===== config.mk =====
export PLATFORM = sky130hd
export DESIGN_NAME = decryption_cfg_sequencer_flat
export DESIGN_NICKNAME = d
export VERILOG_FILES = /design/src/rtl/decryption_cfg_sequencer_if.sv /design/src/rtl/decryption_cfg_sequencer.sv /design/src/flat_wrapper.sv
export SDC_FILE = /design/constraint.sdc
export NUM_CORES = 1
export LEC_CHECK = 0
export ABC_AREA = 1
export ABC_CLOCK_PERIOD_IN_PS = 1900
export CORE_MARGIN = 2
export CORE_UTILIZATION = 43
export CTS_CLUSTER_SIZE = 12
export DETAILED_ROUTE_END_ITERATION = 10
export PLACE_DENSITY_LB_ADDON = 0.08
export SYNTH_ARGS = -nofsm -noshare
export SYNTH_HDL_FRONTEND = slang
export SYNTH_SLANG_ARGS = --single-unit

===== constraint.sdc =====
create_clock -name clk_sys -period 1.9 [get_ports clk_sys]
set_input_delay 0.38 -clock clk_sys [delete_from_list [all_inputs] [get_ports clk_sys]]
set_output_delay 0.38 -clock clk_sys [all_outputs]
set_load 0.005 [all_outputs]

===== src/rtl/decryption_cfg_sequencer_if.sv =====
// Host request and register-file access signals of the decryption reconfiguration sequencer.
interface decryption_cfg_sequencer_if #(
  parameter int unsigned addr_witdth = 8,
  parameter int unsigned reg_width   = 16
);
  logic                   cfg_req;
  logic [1:0]             cfg_sel;
  logic [reg_width-1:0]   cfg_key;
  logic                   cfg_ready;
  logic                   cfg_done;
  logic [1:0]             cfg_status;

  logic [addr_witdth-1:0] reg_addr;
  logic                   reg_read;
  logic                   reg_write;
  logic [reg_width-1:0]   reg_wdata;
  logic [reg_width-1:0]   reg_rdata;
  logic                   reg_done;
  logic                   reg_error;

  // master: the sequencer (serves the host, drives the register port)
  modport master (
    input  cfg_req, cfg_sel, cfg_key, reg_rdata, reg_done, reg_error,
    output cfg_ready, cfg_done, cfg_status, reg_addr, reg_read, reg_write, reg_wdata
  );

  // slave: host plus register file seen from the outside
  modport slave (
    output cfg_req, cfg_sel, cfg_key, reg_rdata, reg_done, reg_error,
    input  cfg_ready, cfg_done, cfg_status, reg_addr, reg_read, reg_write, reg_wdata
  );
endinterface


===== src/rtl/decryption_cfg_sequencer.sv =====
// Reconfiguration sequencer: holds the stream, waits for the engines to drain, then writes
// the selected engine key, verifies it by read-back and finally writes the select register.
module decryption_cfg_sequencer #(
  parameter int unsigned            addr_witdth  = 8,
  parameter int unsigned            reg_width    = 16,
  parameter int unsigned            DRAIN_CYCLES = 4,
  parameter int unsigned            TIMEOUT      = 15,
  parameter logic [addr_witdth-1:0] SELECT_ADDR  = addr_witdth'(8'h00),
  parameter logic [addr_witdth-1:0] CAESAR_ADDR  = addr_witdth'(8'h10),
  parameter logic [addr_witdth-1:0] SCYTALE_ADDR = addr_witdth'(8'h12),
  parameter logic [addr_witdth-1:0] ZIGZAG_ADDR  = addr_witdth'(8'h14)
) (
  input  logic                       clk_sys,
  input  logic                       rst,
  input  logic                       dp_busy,
  output logic                       stream_hold,
  decryption_cfg_sequencer_if.master bus
);

  localparam int unsigned DRAIN_W = (DRAIN_CYCLES > 1) ? $clog2(DRAIN_CYCLES) : 1;
  localparam int unsigned TMO_W   = (TIMEOUT > 1) ? $clog2(TIMEOUT) : 1;
  localparam logic [DRAIN_W-1:0] DRAIN_LAST = DRAIN_W'(DRAIN_CYCLES - 1);
  localparam logic [TMO_W-1:0]   TMO_LAST   = TMO_W'(TIMEOUT - 1);

  typedef enum logic [3:0] {
    IDLE,
    DRAIN,
    WR_KEY,
    WAIT_KEY,
    RD_KEY,
    WAIT_RD,
    WR_SEL,
    WAIT_SEL,
    OK,
    ERR
  } state_e;

  typedef enum logic [1:0] {
    ST_OK      = 2'b00,
    ST_BAD_SEL = 2'b01,
    ST_REG_ERR = 2'b10,
    ST_TIMEOUT = 2'b11
  } status_e;

  state_e               state_q, state_d;
  status_e              status_q, status_d;
  logic [1:0]           sel_q;
  logic [reg_width-1:0] key_q;
  logic [DRAIN_W-1:0]   drain_q, drain_d;
  logic [TMO_W-1:0]     tmo_q, tmo_d;

  logic                   access_fail;
  logic [addr_witdth-1:0] key_addr;

  logic                   ready;
  logic                   done;
  logic [1:0]             status;
  logic                   hold;
  logic [addr_witdth-1:0] addr;
  logic                   rd;
  logic                   wr;
  logic [reg_width-1:0]   wdata;

  // A completed access fails on a bus error, or on a read-back that does not match the key.
  assign access_fail = bus.reg_error || ((state_q == WAIT_RD) && (bus.reg_rdata != key_q));

  always_ff @(posedge clk_sys) begin
    if (rst) begin
      state_q  <= IDLE;
      status_q <= ST_OK;
      sel_q    <= '0;
      key_q    <= '0;
      drain_q  <= '0;
      tmo_q    <= '0;
    end else begin
      state_q  <= state_d;
      status_q <= status_d;
      drain_q  <= drain_d;
      tmo_q    <= tmo_d;
      if ((state_q == IDLE) && bus.cfg_req) begin
        sel_q <= bus.cfg_sel;
        key_q <= bus.cfg_key;
      end
    end
  end

  always_comb begin
    state_d  = state_q;
    status_d = status_q;
    drain_d  = '0;
    tmo_d    = '0;

    unique case (sel_q)
      2'd0:    key_addr = CAESAR_ADDR;
      2'd1:    key_addr = SCYTALE_ADDR;
      2'd2:    key_addr = ZIGZAG_ADDR;
      default: key_addr = '0;
    endcase

    unique case (state_q)
      IDLE: begin
        if (bus.cfg_req) state_d = DRAIN;
      end
      DRAIN: begin
        // An invalid select is rejected before any quiet time is spent on it.
        if (sel_q == 2'd3) begin
          state_d  = ERR;
          status_d = ST_BAD_SEL;
        end else if (!dp_busy) begin
          if (drain_q == DRAIN_LAST) state_d = WR_KEY;
          else                       drain_d = drain_q + 1'b1;
        end
      end
      WR_KEY: state_d = WAIT_KEY;
      RD_KEY: state_d = WAIT_RD;
      WR_SEL: state_d = WAIT_SEL;
      WAIT_KEY, WAIT_RD, WAIT_SEL: begin
        // tmo_q is zero on entry because every non-wait state leaves it cleared.
        if (bus.reg_done) begin
          if (access_fail) begin
            state_d  = ERR;
            status_d = ST_REG_ERR;
          end else if (state_q == WAIT_KEY) begin
            state_d = RD_KEY;
          end else if (state_q == WAIT_RD) begin
            state_d = WR_SEL;
          end else begin
            state_d  = OK;
            status_d = ST_OK;
          end
        end else if (tmo_q == TMO_LAST) begin
          state_d  = ERR;
          status_d = ST_TIMEOUT;
        end else begin
          tmo_d = tmo_q + 1'b1;
        end
      end
      OK, ERR: state_d = IDLE;
      default: state_d = IDLE;
    endcase

    ready  = (state_q == IDLE);
    hold   = (state_q != IDLE);
    done   = (state_q == OK) || (state_q == ERR);
    status = done ? status_q : ST_OK;
    wr     = (state_q == WR_KEY) || (state_q == WR_SEL);
    rd     = (state_q == RD_KEY);
    addr   = '0;
    wdata  = '0;
    if ((state_q == WR_KEY) || (state_q == RD_KEY)) addr = key_addr;
    if (state_q == WR_SEL)                          addr = SELECT_ADDR;
    if (state_q == WR_KEY)                          wdata = key_q;
    if (state_q == WR_SEL)                          wdata = reg_width'(sel_q);
  end

  assign stream_hold    = hold;
  assign bus.cfg_ready  = ready;
  assign bus.cfg_done   = done;
  assign bus.cfg_status = status;
  assign bus.reg_addr   = addr;
  assign bus.reg_read   = rd;
  assign bus.reg_write  = wr;
  assign bus.reg_wdata  = wdata;

endmodule


===== src/flat_wrapper.sv =====
// flat-port wrapper written by rule: the top's interface ports become plain ports
module decryption_cfg_sequencer_flat 
#(
  parameter int unsigned            addr_witdth  = 8,
  parameter int unsigned            reg_width    = 16,
  parameter int unsigned            DRAIN_CYCLES = 4,
  parameter int unsigned            TIMEOUT      = 15,
  parameter logic [addr_witdth-1:0] SELECT_ADDR  = addr_witdth'(8'h00),
  parameter logic [addr_witdth-1:0] CAESAR_ADDR  = addr_witdth'(8'h10),
  parameter logic [addr_witdth-1:0] SCYTALE_ADDR = addr_witdth'(8'h12),
  parameter logic [addr_witdth-1:0] ZIGZAG_ADDR  = addr_witdth'(8'h14)
)
  (clk_sys, rst, dp_busy, stream_hold, bus_cfg_req, bus_cfg_sel, bus_cfg_key, bus_reg_rdata, bus_reg_done, bus_reg_error, bus_cfg_ready, bus_cfg_done, bus_cfg_status, bus_reg_addr, bus_reg_read, bus_reg_write, bus_reg_wdata);
  decryption_cfg_sequencer_if #(.addr_witdth(addr_witdth), .reg_width(reg_width)) bus_i ();
  input  logic clk_sys;
  input  logic rst;
  input  logic dp_busy;
  output logic stream_hold;
  input wire logic [$bits(bus_i.cfg_req)-1:0] bus_cfg_req;
  input wire logic [$bits(bus_i.cfg_sel)-1:0] bus_cfg_sel;
  input wire logic [$bits(bus_i.cfg_key)-1:0] bus_cfg_key;
  input wire logic [$bits(bus_i.reg_rdata)-1:0] bus_reg_rdata;
  input wire logic [$bits(bus_i.reg_done)-1:0] bus_reg_done;
  input wire logic [$bits(bus_i.reg_error)-1:0] bus_reg_error;
  output wire logic [$bits(bus_i.cfg_ready)-1:0] bus_cfg_ready;
  output wire logic [$bits(bus_i.cfg_done)-1:0] bus_cfg_done;
  output wire logic [$bits(bus_i.cfg_status)-1:0] bus_cfg_status;
  output wire logic [$bits(bus_i.reg_addr)-1:0] bus_reg_addr;
  output wire logic [$bits(bus_i.reg_read)-1:0] bus_reg_read;
  output wire logic [$bits(bus_i.reg_write)-1:0] bus_reg_write;
  output wire logic [$bits(bus_i.reg_wdata)-1:0] bus_reg_wdata;
  assign bus_i.cfg_req = bus_cfg_req;
  assign bus_i.cfg_sel = bus_cfg_sel;
  assign bus_i.cfg_key = bus_cfg_key;
  assign bus_i.reg_rdata = bus_reg_rdata;
  assign bus_i.reg_done = bus_reg_done;
  assign bus_i.reg_error = bus_reg_error;
  assign bus_cfg_ready = bus_i.cfg_ready;
  assign bus_cfg_done = bus_i.cfg_done;
  assign bus_cfg_status = bus_i.cfg_status;
  assign bus_reg_addr = bus_i.reg_addr;
  assign bus_reg_read = bus_i.reg_read;
  assign bus_reg_write = bus_i.reg_write;
  assign bus_reg_wdata = bus_i.reg_wdata;
  decryption_cfg_sequencer #(.addr_witdth(addr_witdth), .reg_width(reg_width), .DRAIN_CYCLES(DRAIN_CYCLES), .TIMEOUT(TIMEOUT), .SELECT_ADDR(SELECT_ADDR), .CAESAR_ADDR(CAESAR_ADDR), .SCYTALE_ADDR(SCYTALE_ADDR), .ZIGZAG_ADDR(ZIGZAG_ADDR)) u_core (.clk_sys(clk_sys), .rst(rst), .dp_busy(dp_busy), .stream_hold(stream_hold), .bus(bus_i));
endmodule

After elaboration in Yosys (flattened, before gate mapping):

Index checks and enable logic that the tools add are counted.

* $add $sub $neg: 2
* reduce and logical (&&, ||, !) cells: 15
* eq/ne operators: 22
* bitwise operators: 2
* multiplexer cells: 23

Operators by type and width (number)
* 4-bit two-way mux: 9
* 16-bit two-way mux: 2
* 4-bit one-hot mux with 6 select lines: 1
* 4-bit by 3-bit == test with 1-bit output, second input constant: 4
* 16-bit inequality test: 1
* 5-bit one-hot mux with 3 select lines: 1
* 2-bit two-way mux: 7
* 4-bit == test, second input constant: 3
* 5-bit two-way mux: 2
* 4-bit by 2-bit == test with 1-bit output, second input constant: 2
* 4-bit by 3-bit inequality test with 1-bit output, second input constant: 2
* 2-bit == test, second input constant: 3
* 3-bit by 2-bit inequality test with 1-bit output, second input constant: 2
* 5-bit AND reduction: 1
* 5-bit OR reduction: 1
* 4-bit by 1-bit adder with 4-bit output, second input constant: 1
* 4-bit by 1-bit == test with 1-bit output, second input constant: 1
* 4-bit logical NOT: 1
* 1-bit logical OR: 4
* 2-bit one-hot mux with 2 select lines: 1
* 4-bit AND reduction: 1
* 4-bit nonzero test: 1
* 4-bit OR reduction: 1
* 3-bit by 1-bit inequality test with 1-bit output, second input constant: 1
* other kinds (9): 11

* register bits: 30
* bits of input ports: 40
* word-level logic and storage cells: 70
* output and inout bits: 31

Longest topological paths before layout:

* depth after elaboration: 6
* mapped depth: 13
* depth with buffers taken out: 13

Worst setup path after synthesis:

No wires, ideal clock.

* path kind: register -> output
* start: register u_core.state_q[3]
* end: output port bus_reg_wdata[10]
* buffers on the path: 1
* required time: 1.520 ns
* cell stages (with the launch flop): 9
* slack: 0.335 ns
* arrival time: 1.185 ns
* cells stage by stage: dfxtp_1 > nor2_2 > inv_2 > nor2_2 > inv_2 > nor2_2 > inv_2 > buf_2 > nor2_1

* word-level cells in the longest chain between the ends: 3
* elaborated cells between the ends (all ways): 4
* classes of those cells: eq/ne: 2; mux: 2

Ends and longest elaborated chain
* start, declared: RTL line decryption_cfg_sequencer.sv:45 `state_e state_q, state_d;`
* start signal, assigned: RTL line decryption_cfg_sequencer.sv:76 `state_q <= state_d;`
* 4-bit by 2-bit == test with 1-bit output: RTL line decryption_cfg_sequencer.sv:152 `if (state_q == WR_KEY) wdata = key_q;`
* 16-bit two-way mux: RTL line decryption_cfg_sequencer.sv:152
* 16-bit two-way mux (*): RTL line decryption_cfg_sequencer.sv:153 `if (state_q == WR_SEL) wdata = reg_width'(sel_q);`
* end, declared: RTL line flat_wrapper.sv:31 `output wire logic [$bits(bus_i.reg_wdata)-1:0] bus_reg_wdata;`

Every way passes the cells marked *; elsewhere a longest branch is shown, timed or not.

Worst setup path in the final report:

* start: register u_core.state_q[0]
* end: output port bus_reg_wdata[11]

The elaborated chain is that of the path after synthesis.

==> results.json <==
{
  "status": "complete, but fails checks",
  "violations": "setup timing",
  "finalHoldViolations": 0,
  "worst_slew_pin_slew_ns": 0.594,
  "synth-main-ff-cell": "dfxtp_1",
  "nNetsFinal": 415,
  "die_h_um": 68.4,
  "numCtsBuffers": 5,
  "diodes": 0,
  "hold_class": "reg2reg",
  "synth_common_cells": "nand2_1 (73), nor2_1 (38), inv_1 (32)",
  "power_frac_seq_pct": 30.8,
  "p_comb_share_pct": 52.8,
  "yosysSeqAreaShare_pct": 33.7,
  "p_int_uw": 1730,
  "finalWeightedCongestion": 0.909,
  "routed_via_density": 4.58,
  "portBuffers": 65,
  "yosysTopAreaCell": "dfxtp_1",
  "yosys_warnings": 0,
  "drt-total-wl_um": 4770,
  "num-fill-cells": 379,
  "placed_cells": 402,
  "slew_viol_final": 0,
  "drc": 0,
  "grt_remaining_overflow": 0,
  "worst_slack_ns": -0.105,
  "power.density_nw_per_um2": 1060,
  "synthCells": 285,
  "synth.area.top_cells": "dfxtp_1 (34%), nand2_1 (15%), nor2_1 (8.0%), inv_1 (6.7%), a21oi_1 (5.9%)",
  "clock-root-buffer": "clkbuf_8",
  "slew_headroom_pct": 60.3,
  "clockBufferDepth": 2,
  "yosysMostFrequentCell": "nand2_1",
  "final_cell_count_no_fill": 422,
  "area_growth_pct": 54.5,
  "required_ns": 1.52,
  "die_w_um": 68.4,
  "hold_slack_ns": 0.445,
  "io_pins": 71,
  "p_leak_uw": 0.00132,
  "cp_slowest_stage_delay_ns": 0.33,
  "synth_cell_type_count": 30,
  "synth_area_per_cell_um2": 6.25,
  "period_share_pct": 106,
  "clkPwrFrac_pct": 16.4,
  "peakVddDrop_mv": 1.02,
  "antenna_found_initial": 0,
  "crit_path_cell_trace": "nor2_4, inv_2, nor2_4, inv_2, nor2_4, buf_6, inv_4, buf_6, buf_6, nor2_1, buf_2",
  "firstDrtPassIters": 4,
  "h-tree-depth": 2,
  "critPathCaptureType": "primary output",
  "initialDrtViolationCount": 60,
  "arrival_ns": 1.62,
  "switching_power_uw": 1200,
  "design.die.area_um2": 4670,
  "grt_pass1_vias": 1786,
  "start_util_pct": 44.5,
  "insertion_delay_ns": 0.28,
  "finalCriticalPeriod_ns": 2.00,
  "cts_hold_buf": 0,
  "setup_viol": 16,
  "netSwitchingFraction_pct": 40.9,
  "drt.antenna.violating_nets": 0,
  "ys_seq_elements": 30,
  "rsz0062_at_grt": "true",
  "grt_usage_pct": 23.0,
  "synth_top_area_share_pct": 33.7,
  "grt_max_degree": 37,
  "final_layout_size_suffix_gt1_share_pct": 28.8,
  "clock_skew_ns": 0.00330,
  "netlist_area_um2": 1780,
  "grt_pass1_wl_um": 7780,
  "dpl.hpwl_um": 3280,
  "preCtsSetupSlack_ns": -0.104,
  "power.total_uw": 2930,
  "cts.sinks": 30,
  "cp_slowest_cell": "dfxtp_2",
  "cts_tree": "built",
  "wl_per_cell_um": 11.3,
  "path_clk_slew_ns": 0.06,
  "placementRows": 23,
  "via_count": 1933,
  "cap_violations": 0,
  "synth_edf_count": 0,
  "cp-start-kind": "register",
  "core-area_um2": 4000,
  "path_class": "reg2out",
  "synth-async-reset-ratio_pct": 0,
  "max_freq_mhz": 499,
  "crit_path_max_fanout": 5
}
==> power by group through the flow <==
stage | clock network [µW] | registers, µW | logic (µW)
6_report | 478 | 902 | 1550
5_1_grt | 513 | 918 | 1730
4_1_cts | 492 | 899 | 1470
3_5_place_dp | 0 | 903 | 1280
3_3_place_gp | 0 | 898 | 1270
2_1_floorplan | 0 | 906 | 806
==> layout make-up <==
| cell class | count | area [µm²] | area share (%) |
|---|---|---|---|
| flip-flops and latches | 30 | 604 | 22.0 |
| inverters | 56 | 223 | 8.09 |
| repair buffers | 87 | 744 | 27.0 |
| multi-input cells | 191 | 1040 | 37.6 |
| clock buffers | 7 | 76.3 | 2.77 |
| well taps | 50 | 62.6 | 2.27 |
| repair inverters | 1 | 6.26 | 0.227 |
==> worst paths after layout <==
check / depth (start not counted) / end / from / slack [ns]
max reg2reg: 10 / u_core.key_q[12] / u_core.state_q[1] / 0.27
min reg2reg: 1 / u_core.drain_q[0] / u_core.drain_q[0] / 0.44
min: 1 / u_core.drain_q[0] / u_core.drain_q[0] / 0.44
max: 11 / bus_reg_wdata[11] / u_core.state_q[0] / -0.10
==> registers in the layout, indices dropped and copies added, names as in the netlist <==
name / count
u_core.key_q: 16
u_core.state_q: 4
u_core.tmo_q: 4
u_core.drain_q: 2
u_core.sel_q: 2
u_core.status_q: 2
==> per-stage QoR <==
stage                     TNS (ns)  util [%]  area, µm²
after floorplan                  0         -       1800
after global placement      -0.641      62.9       2520
after detailed placement    -0.799      62.9       2520
after CTS                    -1.35      67.3       2690
after global routing         -2.50      68.8       2750
final                       -0.977      68.8       2750
==> worst max-delay path, delay by kind of cell (launching register included) <==
kind	cells	cell delay, ns
simple gates	4	0.41
buf+inv	7	0.59
flops	1	0.33
==> cells in the final DEF (no fill, tap or decap), types with 2 or more instances in the layout <==
cell and n:
a21oi_1 21, a21oi_2 2, buf_2 17, buf_4 15, buf_6 7, clkbuf_1 2
clkbuf_2 2, clkbuf_8 5, clkdlybuf4s50_1 40, conb_1 5, dfxtp_1 27, dfxtp_2 3
dlygate4sd2_1 4, ha_1 3, inv_1 32, inv_2 23, nand2_1 73, nand2_2 2
nand3_1 7, nor2_1 24, nor2_2 5, nor2_4 15, nor3_2 2, nor4_1 2
o21ai_0 7, o21ai_1 13, o22ai_2 2
==> metal layers <==
| metal | vias to the layer above | global-route usage (%) | wire (µm) |
|---|---|---|---|
| li1 | 1036 | - | - |
| met5 | - | 0 | 0 |
| met3 | 8 | 5.43 | 332 |
| met1 | 832 | 26.4 | 1980 |
| met4 | 0 | 9.75 | 92 |
| met2 | 57 | 40.4 | 2360 |
==> cells by family after synthesis <==
family | after synthesis | synth area share, %
AO/OA/AOI/OAI | 47 | 14.4
XOR/XNOR | 2 | 0.983
adder cells (fa/ha/maj) | 3 | 2.11
buffers and inverters | 68 | 15.6
flip-flops | 30 | 33.7
other | 1 | 0.210
AND/OR/NAND/NOR | 134 | 33.0
==> what timing repair did <==
item                       4_1_cts  5_1_grt
setup endpoints to repair       26       23
setup buffers                   11        2
pin swaps                        7        8
cloned                           1        0
gates resized for setup        101       26
No activity file was read; power rests on OpenSTA's default activity.
